## config.mk

```make
export PLATFORM = sky130hd
export DESIGN_NAME = mem_port_arbiter
export DESIGN_NICKNAME = d
export VERILOG_FILES = /design/src/rtl/mem_port_arbiter.sv
export SDC_FILE = /design/constraint.sdc
export NUM_CORES = 1
export LEC_CHECK = 0
export BUFFER_PORTS_ARGS = -buffer_cell sky130_fd_sc_hd__buf_2
export CAP_MARGIN = 20
export CELL_PAD_IN_SITES_DETAIL_PLACEMENT = 0
export CELL_PAD_IN_SITES_GLOBAL_PLACEMENT = 2
export CORE_MARGIN = 4
export CORE_UTILIZATION = 26
export CTS_CLUSTER_SIZE = 8
export DETAILED_ROUTE_END_ITERATION = 12
export PLACE_DENSITY = 0.78
export SETUP_SLACK_MARGIN = 0.2
export SLEW_MARGIN = 20
export SYNTH_ARGS = -nofsm -noshare
export SYNTH_HDL_FRONTEND = slang
export SYNTH_SLANG_ARGS = --single-unit
```

## constraint.sdc

```tcl
create_clock -name clk -period 3.9 [get_ports clk]
set_input_delay 0.195 -clock clk [delete_from_list [all_inputs] [get_ports clk]]
set_output_delay 0.195 -clock clk [all_outputs]
set_load 0.01 [all_outputs]
```

## src/rtl/mem_port_arbiter.sv

```systemverilog
// -----------------------------------------------------------------------------
// mem_port_arbiter
//
// Purpose:
//   Shares one memory port between an instruction-fetch requester and a
//   data (lw/sw) requester. Data has priority in IDLE, but a requester is never
//   re-granted in the cycle its own done is high, so under continuous traffic
//   the two requesters alternate and fetch always makes progress.
//
// Handshake (all requester and memory sides):
//   A requester raises *Req with stable address/data and holds it until its
//   *Done pulse (one cycle). The grant latches the request into the memory-side
//   registers and memReq rises the cycle after the request is sampled. memReq
//   and the latched fields stay constant until memReady is sampled high (a
//   one-cycle completion); done pulses the following cycle. memReady is
//   ignored while idle. Dropping *Req mid-transaction does not cancel it.
//
// Ports:
//   clk, reset            clock, asynchronous active-high reset
//   ifReq, ifAddr         fetch request and address
//   ifDone, ifRdata       fetch completion pulse and fetched word
//   dReq, dWe, dAddr,     data request, store enable, address, store data
//   dWdata
//   dDone, dRdata         data completion pulse and load data
//   memReq, memWe,        registered memory request, write enable, address,
//   memAddr, memWdata     write data (address/data/we read 0 when idle)
//   memRdata, memReady    memory read data and one-cycle completion
//   timeoutErr            sticky watchdog error flag
//
// Configuration:
//   ARB_TIMEOUT_EN  when defined, a watchdog aborts a transaction that has spent
//                   TIMEOUT_CYCLES cycles waiting for memReady: done pulses with
//                   read data 0 and timeoutErr is set until reset. When not
//                   defined there is no counter and timeoutErr is tied to 0.
// -----------------------------------------------------------------------------
module mem_port_arbiter #(
    parameter int TIMEOUT_CYCLES = 16
) (
    input  logic        clk,
    input  logic        reset,
    input  logic        ifReq,
    input  logic [31:0] ifAddr,
    output logic        ifDone,
    output logic [31:0] ifRdata,
    input  logic        dReq,
    input  logic        dWe,
    input  logic [31:0] dAddr,
    input  logic [31:0] dWdata,
    output logic        dDone,
    output logic [31:0] dRdata,
    output logic        memReq,
    output logic        memWe,
    output logic [31:0] memAddr,
    output logic [31:0] memWdata,
    input  logic [31:0] memRdata,
    input  logic        memReady,
    output logic        timeoutErr
);

    if (TIMEOUT_CYCLES < 1) begin : g_bad_timeout
        $error("mem_port_arbiter: TIMEOUT_CYCLES must be at least 1");
    end

    typedef enum logic [1:0] {
        IDLE  = 2'd0,
        FETCH = 2'd1,
        DATA  = 2'd2
    } state_t;

    state_t      state_q, state_d;
    logic        mem_req_q, mem_req_d;
    logic        mem_we_q, mem_we_d;
    logic [31:0] mem_addr_q, mem_addr_d;
    logic [31:0] mem_wdata_q, mem_wdata_d;
    logic        if_done_q, if_done_d;
    logic        d_done_q, d_done_d;
    logic [31:0] if_rdata_q, if_rdata_d;
    logic [31:0] d_rdata_q, d_rdata_d;

    logic        busy;
    logic        finish;
    logic [31:0] finish_data;
    logic        grant_data;
    logic        grant_fetch;

`ifdef ARB_TIMEOUT_EN
    localparam int CNT_W = $clog2(TIMEOUT_CYCLES + 1);
    // Counter value during the last cycle allowed to wait for memReady.
    localparam logic [CNT_W-1:0] CNT_LAST = CNT_W'(TIMEOUT_CYCLES - 1);

    logic [CNT_W-1:0] cnt_q, cnt_d;
    logic             timeout_err_q, timeout_err_d;
    logic             timed_out;
`endif

    assign busy = (state_q == FETCH) || (state_q == DATA);

    // A requester whose done is high this cycle is still holding its request
    // (it only sees done now), so it must not win again; the other may.
    assign grant_data  = (state_q == IDLE) && dReq && !d_done_q;
    assign grant_fetch = (state_q == IDLE) && ifReq && !if_done_q && !grant_data;

`ifdef ARB_TIMEOUT_EN
    assign timed_out   = busy && !memReady && (cnt_q == CNT_LAST);
    assign finish      = busy && (memReady || timed_out);
    assign finish_data = timed_out ? 32'h0 : memRdata;
`else
    assign finish      = busy && memReady;
    assign finish_data = memRdata;
`endif

    always_comb begin
        state_d     = state_q;
        mem_req_d   = mem_req_q;
        mem_we_d    = mem_we_q;
        mem_addr_d  = mem_addr_q;
        mem_wdata_d = mem_wdata_q;
        if_rdata_d  = if_rdata_q;
        d_rdata_d   = d_rdata_q;
        if_done_d   = 1'b0;
        d_done_d    = 1'b0;

        case (state_q)
            IDLE: begin
                if (grant_data) begin
                    state_d     = DATA;
                    mem_req_d   = 1'b1;
                    mem_we_d    = dWe;
                    mem_addr_d  = dAddr;
                    mem_wdata_d = dWdata;
                end else if (grant_fetch) begin
                    state_d     = FETCH;
                    mem_req_d   = 1'b1;
                    mem_we_d    = 1'b0;
                    mem_addr_d  = ifAddr;
                    mem_wdata_d = 32'h0;
                end
            end
            FETCH, DATA: begin
                if (finish) begin
                    state_d     = IDLE;
                    mem_req_d   = 1'b0;
                    mem_we_d    = 1'b0;
                    mem_addr_d  = 32'h0;
                    mem_wdata_d = 32'h0;
                    if (state_q == FETCH) begin
                        if_done_d  = 1'b1;
                        if_rdata_d = finish_data;
                    end else begin
                        d_done_d = 1'b1;
                        // Stores leave the last load value visible.
                        if (!mem_we_q) begin
                            d_rdata_d = finish_data;
                        end
                    end
                end
            end
            default: begin
                state_d     = IDLE;
                mem_req_d   = 1'b0;
                mem_we_d    = 1'b0;
                mem_addr_d  = 32'h0;
                mem_wdata_d = 32'h0;
            end
        endcase
    end

`ifdef ARB_TIMEOUT_EN
    always_comb begin
        cnt_d         = (busy && !finish) ? cnt_q + 1'b1 : '0;
        timeout_err_d = timeout_err_q | timed_out;
    end
`endif

    always_ff @(posedge clk or posedge reset) begin
        if (reset) begin
            state_q     <= IDLE;
            mem_req_q   <= 1'b0;
            mem_we_q    <= 1'b0;
            mem_addr_q  <= 32'h0;
            mem_wdata_q <= 32'h0;
            if_done_q   <= 1'b0;
            d_done_q    <= 1'b0;
            if_rdata_q  <= 32'h0;
            d_rdata_q   <= 32'h0;
        end else begin
            state_q     <= state_d;
            mem_req_q   <= mem_req_d;
            mem_we_q    <= mem_we_d;
            mem_addr_q  <= mem_addr_d;
            mem_wdata_q <= mem_wdata_d;
            if_done_q   <= if_done_d;
            d_done_q    <= d_done_d;
            if_rdata_q  <= if_rdata_d;
            d_rdata_q   <= d_rdata_d;
        end
    end

`ifdef ARB_TIMEOUT_EN
    always_ff @(posedge clk or posedge reset) begin
        if (reset) begin
            cnt_q         <= '0;
            timeout_err_q <= 1'b0;
        end else begin
            cnt_q         <= cnt_d;
            timeout_err_q <= timeout_err_d;
        end
    end

    assign timeoutErr = timeout_err_q;
`else
    assign timeoutErr = 1'b0;
`endif

    assign memReq   = mem_req_q;
    assign memWe    = mem_we_q;
    assign memAddr  = mem_addr_q;
    assign memWdata = mem_wdata_q;
    assign ifDone   = if_done_q;
    assign ifRdata  = if_rdata_q;
    assign dDone    = d_done_q;
    assign dRdata   = d_rdata_q;

endmodule

```

======== Word level (Yosys, flattened, before mapping) ========
Index checks and enable logic that the tools add are counted.
operators by class
  equality and inequality tests ........... 4
  muxes and demuxes ....................... 24
  bitwise logic cells ..................... 2
  reduce and logical (&&, ||, !) cells .... 15
operators by type and width
  operator              count
  $mux W32              5
  $pmux W32 S2          2
  $mux W1               11
  $logic_and A1 B1 Y1   6
  $mux W2               3
  $pmux W1 S2           2
  $pmux W2 S2           1
  $reduce_and A4 Y1     1
  $logic_not A1 Y1      3
  $ne A3 B3 Y1 const B  1
  $reduce_and A3 Y1     1
  $eq A2 B1 Y1 const B  1
  $eq A2 B2 Y1 const B  1
  $logic_not A2 Y1      1
  $ne A2 B2 Y1 const B  1
  $not A1 Y1            2
  $reduce_and A2 Y1     1
  $reduce_or A2 Y1      1
  $logic_or A1 B1 Y1    1
word-level totals
  register bits ........................... 134
  input bits .............................. 134
  output and inout bits ................... 133
  word-level logic and storage cells ...... 54

======== Logic depth before layout (Yosys ltp) ========
Gate-level depths: netlist (run 1).
  depth after elaboration ................. 8
  mapped depth ............................ 8
  mapped depth without buffers ............ 5

======== Least setup slack after synthesis (run 1) ========
OpenSTA, ideal clock, no wires.
  path kind ............................... register -> register
  from .................................... register state_q[0]
  to ...................................... register mem_req_q, in the netlist memReq
  setup time .............................. 128 ps
  arrival ................................. 1715 ps
  data required time ...................... 3772 ps
  slack ................................... 2057 ps
  stages on the path, launching flop included .. 8
  period minus slack after synthesis ...... 1843 ps
  cell sequence ........................... dfrtp_1 -> inv_1 -> ha_1 -> and3b_1 -> buf_2 -> o31ai_4 -> buf_4 -> mux2_1
between the ends
  elaborated cells on any way between the ends .. 17
  classes of those cells .................. 4 x eq/ne; 2 x mux; 11 x reduce/logical
RTL lines
  item                               RTL line  source
  start: declaration                 70        state_t state_q, state_d;
  start signal: assignment           187       state_q <= state_d;
  $logic_not A2 Y1                   100, 123
  $logic_and A1 B1 Y1 (2 in series)  100       assign grant_data = (state_q == IDLE) && dReq && !d_done_q;
  $mux W1                            125       if (grant_data) begin
  $pmux W1 S2 (*)                    123       case (state_q)
  net mem_req_d                      71        logic mem_req_q, mem_req_d;
  end signal: assignment             188       mem_req_q <= mem_req_d;
  end: declaration                   71
Mark *: on every way through the listed nets, which the timed path passes. The rest lies on a longest branch.
A chain may end at the register's enable or synchronous reset.

======== Worst setup path in the final report (run 1) ========
  from .................................... register state_q[0]
  to ...................................... register mem_addr_q[6], in the netlist memAddr[6]
between the ends
  cells in the longest elaborated chain, start to end .. 7
  elaborated cells on any way between the ends .. 17
  classes of those cells .................. 4 x eq/ne; 2 x mux; 11 x reduce/logical
ends and longest elaborated chain
  item                               RTL line       source
  $logic_not A2 Y1                   100, 101, 123
  $logic_and A1 B1 Y1 (2 in series)  100
  $logic_not A1 Y1                   101            assign grant_fetch = (state_q == IDLE) && ifReq && !if_done_q && !grant_data;
  $logic_and A1 B1 Y1                101
  $ne A3 B3 Y1 (no line)             --
  $reduce_and A2 Y1 (no line)        --
  end signal: assignment             190            mem_addr_q <= mem_addr_d;
  end: declaration                   73             logic [31:0] mem_addr_q, mem_addr_d;
Several ways; a longest one is shown, not always the timed one.

==> metrics.cfg, run 1 <==
[floorplan]
rows=53
num_io_pins=267
die_x_um=156
core_mm2=0.0213
start_util_pct=26.7
fp.dieH_um=156
dieArea_mm2=0.0243

[clock_tree]
post_cts_buffers=0
cts_buffers=17
cts_resized=0
cts_tree=done
ctsRootBufferMaster=clkbuf_16
htreeDepth=4
ctsHoldBuffers=1
path_clk_slew_ns=0.06
clkSinkCount=134
cts_max_path_buffers=2
worstSkewPairLatency_ns=0.42

[drt]
drc_errors=0
wire_per_inst_um=17.6
vias=4596
first_pass_iters=4
vias_per_cell=4.77
first_iter_violations=190
postRouteAntennaNets=0
wirelength_um=17000

[worst_setup_path]
setup.worst_path.end=memAddr[6]$_DFFE_PP0P_
arrival_ns=2.88
reg2reg_from=state_q[0]$_DFFE_PP0P_
r2r_setup_slack_ns=1.33
reg2reg_to=memAddr[6]$_DFFE_PP0P_
critPathMaxFanout=35
cp-startpoint=state_q[0]$_DFFE_PP0P_
ff2ff_path_depth=6
required_ns=4.21
worstSetupPathType=reg2reg
startpoint_type=flop
endpoint_kind=flop

[power_and_ir_drop]
powerDensity_mw_per_mm2=866
netSwitchingPower_mw=2.49
power.internal_mw=4.30
pwr-share-clk_pct=23.1
switching_share_pct=36.7
combPwrFrac_pct=40.7
power.leakage_nw=4.25
peakVddDrop_mv=0.342
p_seq_share_pct=36.2

[cells_and_area]
nNetsFinal=812
mostFrequentLayoutCells=buf_2 (265), dfrtp_1 (134), mux2_2 (62)
stdcell_count=964
final_area_mm2=0.00784
syn_to_final_growth_pct=38.0
drive_gt1_share_pct=53.8
mostFrequentLayoutCell=buf_2

[yosys]
synth_area_leaders=dfrtp_1 (59%), mux2_2 (12%), and4b_1 (5.6%)
seq_area_frac_synth_pct=59.0
ys_types=25
synth_area_leader_cell=dfrtp_1
yosysWarningCount=0
avgSynthCellArea_um2=13.4
synth_fp_nets=560
synth_cells=423
ys_seq_elements=134
syn_area_mm2=0.00568
synth_top_area_share_pct=59.0

[place]
place_inst=930
port_buffers=265
placed_cell_area_mm2=0.00725
gp_congestion=0.819
place_hpwl_um=11900

[sta]
fin_crit_sh_pct=65.9
fin_tns_setup_ns=0
slew_headroom_pct=32.1
fmax_mhz=389
report.final.setup_viol=0
tightest_slew_ns=1.02
drv_slew=0
hold_viol=2
whs_ns=-0.0138
post-route-min-period_ns=2.57
rsz0062_at_grt=no
fin_skew_ns=0.0206

[global_route]
grt.overflow.total=0
grt_usage_pct=13.7
grt_pass1_vias=5084
grt_max_degree=135
antenna_found_initial=1
grt_pass1_wl_um=26400

[status]
status=finished, violations left
violations=hold timing

[worst_hold_path]
hold_class=in2async

[flow_run]
timing.max_cap.violations=0

-- registers in the layout (all words and copies together), names as in the netlist --
| name | count |
|---|---|
| ifDone | 1 |
| ifRdata | 32 |
| memReq | 1 |
| dDone | 1 |
| memAddr | 32 |
| dRdata | 32 |
| state_q | 2 |
| memWdata | 32 |
| memWe | 1 |
-- metal layers --
metal / GRT usage [%] / part of all wire (%) / up-vias
li1: - / - / 2105
met1: 15.4 / 40 / 2262
met2: 23.0 / 48 / 205
met3: 5.88 / 10 / 22
met4: 5.21 / 1.7 / 2
met5: 0 / 0.041 / -
-- critical path, stage by stage (launching register included) --
cell and delay [ns]:
dfrtp_1 0.37, inv_1 0.07, ha_1 0.21, and3b_2 0.41, o31ai_4 0.81, buf_4 0.43
o2bb2ai_1 0.16
-- Yosys cell counts, drive strengths merged --
| library cell | number |
|---|---|
| buf | 17 |
| inv | 5 |
| mux2 | 65 |
| nand2b | 1 |
| and3 | 31 |
| and4b | 32 |
| a21oi | 2 |
| clkbuf | 25 |
| nor2b | 2 |
| conb | 1 |
| o2bb2ai | 32 |
| a31oi | 32 |
| a32o | 2 |
| a21o | 31 |
| o31ai | 1 |
| dfrtp | 134 |
| and3b | 2 |
| nand2 | 3 |
| a22o | 1 |
| ha | 3 |
| nand3b | 1 |
-- per-stage QoR --
| stage | util, % | hold WS [ns] | worst slack (ns) | total power [mW] |
|---|---|---|---|---|
| floorplan | - | 0.330 | 2.04 | 4.14 |
| global placement | 34.1 | 0.429 | 1.24 | 5.21 |
| detailed placement | 34.1 | 0.437 | 1.05 | 5.31 |
| CTS | 36.8 | 0.00304 | 1.05 | 6.94 |
| global route | 36.8 | 0.00119 | 1.13 | 7.28 |
| finish | 36.8 | -0.0138 | 1.33 | 6.79 |
-- cells by family (layout without fill, tap and decap cells) --
family,after synthesis,after routing,share of synthesized area (%)
flip-flops,134,134,59.0
AO/OA/AOI/OAI,101,101,13.6
AND/OR/NAND/NOR,72,72,10.0
multiplexers,65,65,12.9
buffers and inverters,47,312,3.79
adder cells (fa/ha/maj),3,3,0.660
other,1,2,0.0660
-- cell type report --
class                   instances  area, um^2
diodes                          1        2.50
clock buffers                  22         454
clock inverters                10         121
fillers                      2120       13400
inverters                       5        22.5
multi-input cells             242        2130
flip-flops and latches        134        3350
well taps                     275         344
repair buffers                275        1420
-- worst min path at each step --
stage                             endpoint  slack [ns]  cells past startpoint
CTS                  dRdata[5]$_DFFE_PP0P_       0.003                      2
floorplan           dRdata[12]$_DFFE_PP0P_        0.33                      1
global placement    dRdata[14]$_DFFE_PP0P_        0.43                      2
finish              ifRdata[8]$_DFFE_PP0P_       -0.01                      3
detailed placement  dRdata[12]$_DFFE_PP0P_        0.44                      2
global route        ifRdata[5]$_DFFE_PP0P_       0.001                      2
-- power by group through the flow --
stage | Combinational, mW | Sequential [mW] | Clock, mW
global placement | 2.76 | 2.45 | 0
finish | 2.77 | 2.46 | 1.57
floorplan | 1.40 | 2.74 | 0
CTS | 2.84 | 2.47 | 1.63
detailed placement | 2.84 | 2.47 | 0
global route | 3.05 | 2.55 | 1.69
No activity file was read; power rests on OpenSTA's default activity.
==> inputs of run 2 (changes only) <==
- ABC_AREA: default -> 1
- CORE_UTILIZATION: 26 -> 25
- PLACE_DENSITY: 0.78 -> 0.81
- clock period: 3.9 -> 2.5 ns (I/O delays scaled with it)
==> run 2 against run 1 <==
Compared with the run above:
- clock skew shrank 0.011 ns
- fmax grew 34%
- first-iteration DRC count grew 44%
- global-route usage grew 0.78 points
- largest power group unchanged
- the run now ends clean
- critical path type unchanged
- worst hold slack gained 0.041 ns
- via count grew 20%
- wire length grew 9.0%
- sequential power grew 48%
- final cell count grew 43%
- synthesized cell count grew 72%
- critical path depth grew 2
- cell area grew 11%
==> metrics.cfg, run 2 <==
[status]
status=complete, no violations  ; was finished, violations left

[sta]
fin_skew_ns=0.00968  ; was 0.0206 ns
fin_tns_setup_ns=0  ; unchanged
post-route-min-period_ns=1.92  ; was 2.57 ns
fin_crit_sh_pct=76.8  ; was 65.9%
hold_viol=0  ; was 2
tightest_slew_ns=0.743  ; was 1.02 ns
whs_ns=0.0269  ; was -0.0138 ns
final.setup.worst_slack_ns=0.580  ; was 1.33 ns
fmax_mhz=521  ; was 389 MHz
drv_slew=0  ; unchanged
report.final.setup_viol=0  ; unchanged
rsz0062_at_grt=no  ; unchanged
slew_headroom_pct=50.4  ; was 32.1%

[global_route]
grt_pass1_wl_um=30200  ; was 26400 um
grt_pass1_vias=5680  ; was 5084
grt_usage_pct=14.5  ; was 13.7%
antenna_found_initial=0  ; was 1
grt_max_degree=59  ; was 135
grt.overflow.total=0  ; unchanged

[place]
place_hpwl_um=13500  ; was 11900 um
placed_cell_area_mm2=0.00749  ; was 0.00725 mm^2
gp_congestion=0.768  ; was 0.819
pre_cts_ws_ns=0.562  ; was 1.05 ns
place_inst=1279  ; was 930
port_buffers=265  ; unchanged

[worst_hold_path]
min_path_cells=3
hp-start=memRdata[10]
hold_class=in2reg  ; was in2async
min_to=dRdata[10]$_DFFE_PP0P_

[cells_and_area]
mostFrequentLayoutCell=nand2_1  ; was buf_2
drive_gt1_share_pct=29.6  ; was 53.8%
utilization_pct=38.2  ; was 36.8%
mostFrequentLayoutCells=nand2_1 (304), buf_2 (265), dfrtp_1 (134)  ; was buf_2 (265), dfrtp_1 (134), mux2_2 (62)
stdcell_count=1377  ; was 964
nNetsFinal=1188  ; was 812
n_antenna_cell=0  ; was 1
fillers=2398  ; was 2120
final_area_mm2=0.00869  ; was 0.00784 mm^2
syn_to_final_growth_pct=49.2  ; was 38.0%

[floorplan]
dieArea_mm2=0.0258  ; was 0.0243 mm^2
start_util_pct=25.6  ; was 26.7%
rows=55  ; was 53
core_mm2=0.0228  ; was 0.0213 mm^2
die_x_um=161  ; was 156 um
num_io_pins=267  ; unchanged
fp.dieH_um=161  ; was 156 um

[yosys]
ys_types=19  ; was 25
synth_cells=728  ; was 423
synth_area_leader_cell=dfrtp_1  ; unchanged
yosysMostFrequentCell=nand2_1  ; was dfrtp_1
yosysWarningCount=0  ; unchanged
ys_seq_elements=134  ; unchanged
seq_area_frac_synth_pct=57.5  ; was 59.0%
ys_top_cells_by_count=nand2_1 (306), dfrtp_1 (134), inv_1 (77)  ; was dfrtp_1 (134), mux2_2 (62), a31oi_1 (32), and4b_1 (32), o2bb2ai_1 (32)
synth_fp_nets=865  ; was 560
synth_area_leaders=dfrtp_1 (58%), nand2_1 (20%), inv_1 (5.0%)  ; was dfrtp_1 (59%), mux2_2 (12%), and4b_1 (5.6%)
postSynth.asyncResetShare_pct=100  ; unchanged
synth_top_area_share_pct=57.5  ; was 59.0%
synth_edf_count=0  ; unchanged
avgSynthCellArea_um2=8.00  ; was 13.4 um^2
synth-main-ff-cell=dfrtp_1  ; unchanged
syn_area_mm2=0.00583  ; was 0.00568 mm^2

[clock_tree]
clkSinkCount=134  ; unchanged
cts_max_path_buffers=2  ; unchanged
ctsRootBufferMaster=clkbuf_16  ; unchanged
cts_tree=done  ; unchanged
cts_buffers=17  ; unchanged
worstSkewPairLatency_ns=0.41  ; was 0.42 ns
htreeDepth=4  ; unchanged
cts_resized=0  ; unchanged
path_clk_slew_ns=0.06  ; about the same

[drt]
drc_errors=0  ; unchanged
vias_per_cell=4.00  ; was 4.77
first_iter_violations=273  ; was 190
wire_per_inst_um=13.4  ; was 17.6 um
wirelength_um=18500  ; was 17000 um
first_pass_iters=4  ; unchanged
vias=5508  ; was 4596
postRouteAntennaNets=0  ; unchanged

[power_and_ir_drop]
powerDensity_mw_per_mm2=1190  ; was 866 mW/mm^2
peakVddDrop_mv=0.526  ; was 0.342 mV
power.leakage_nw=4.97  ; was 4.25 nW
power_mw=10.3  ; was 6.79 mW

[worst_setup_path]
r2r_setup_slack_ns=0.58  ; was 1.33 ns
reg2reg_to=memAddr[9]$_DFFE_PP0P_  ; was memAddr[6]$_DFFE_PP0P_
required_ns=2.85  ; was 4.21 ns
arrival_ns=2.27  ; was 2.88 ns
ff2ff_path_depth=8  ; was 6
endpoint_kind=flop  ; unchanged
reg2reg_from=state_q[0]$_DFFE_PP0P_  ; unchanged
critPathMaxFanout=33  ; was 35
startpoint_type=flop  ; unchanged
worstSetupPathType=reg2reg  ; unchanged

[flow_run]
timing.max_cap.violations=0  ; unchanged

## run 2: cell types whose count changed after synthesis, moves of 17 or more
cell       delta
o21ai_0      +57
a21o_1       -31
and4b_1      -32
and3_1       -31
o21ai_1      +40
o2bb2ai_1    -32
mux2_2       -62
nor2_1       +59
a31oi_1      -32
clkbuf_1     -17
inv_1        +72
nand2_1     +303
## run 2: what timing repair did
item / 4_1_cts / 5_1_grt
hold endpoints to repair: 119 / 0
buffers inserted: 0 / 0
hold buffers: 66 / 0
## run 2: cell families after synthesis
family / after synthesis / synth area share, %
other cells: 1 / 0.0644
buf+inv: 119 / 8.91
fa+ha+maj: 3 / 0.644
simple gates: 373 / 24.4
flops: 134 / 57.5
compound gates: 98 / 8.42
## run 2: layout make-up
type	count	area [um^2]	share of cell area [%]
Clock inverter	11	103	1.18
Sequential cell	134	3350	38.6
Inverter	79	300	3.45
Timing Repair Buffer	344	2130	24.6
Tap cell	313	392	4.51
Multi-Input combinational cell	475	1970	22.7
Clock buffer	21	440	5.07
## run 2: power by group
group,internal (mW),switching (mW)
clock network,1.37,0.945
registers,3.13,0.505
logic,1.61,2.74
total,6.12,4.19
## run 2: worst max-delay path, cell delays in order, from the launching register on
cell	delay (ns)
dfrtp_1	0.35
inv_1	0.07
ha_1	0.33
nand2_1	0.26
nand3_1	0.17
nand3_2	0.14
buf_4	0.35
nand2_1	0.11
nand2_1	0.07
## run 2: metal layers
layer	track usage [%]	vias to the layer above	part of all wire, %
met2	21.9	195	43
met4	4.61	0	1.5
met3	5.16	19	8.4
li1	-	2839	-
met5	0	-	0
met1	19.4	2455	47
## run 2: worst max path at each step
stage	endpoint	start	cells after the start
after floorplan	dDone$_DFF_PP0_	reset	1
after detailed placement	memAddr[5]$_DFFE_PP0P_	state_q[0]$_DFFE_PP0P_	8
after global placement	memAddr[8]$_DFFE_PP0P_	state_q[0]$_DFFE_PP0P_	8
after global routing	memAddr[9]$_DFFE_PP0P_	state_q[0]$_DFFE_PP0P_	8
after CTS	memAddr[5]$_DFFE_PP0P_	state_q[0]$_DFFE_PP0P_	8
final	memAddr[9]$_DFFE_PP0P_	state_q[0]$_DFFE_PP0P_	8
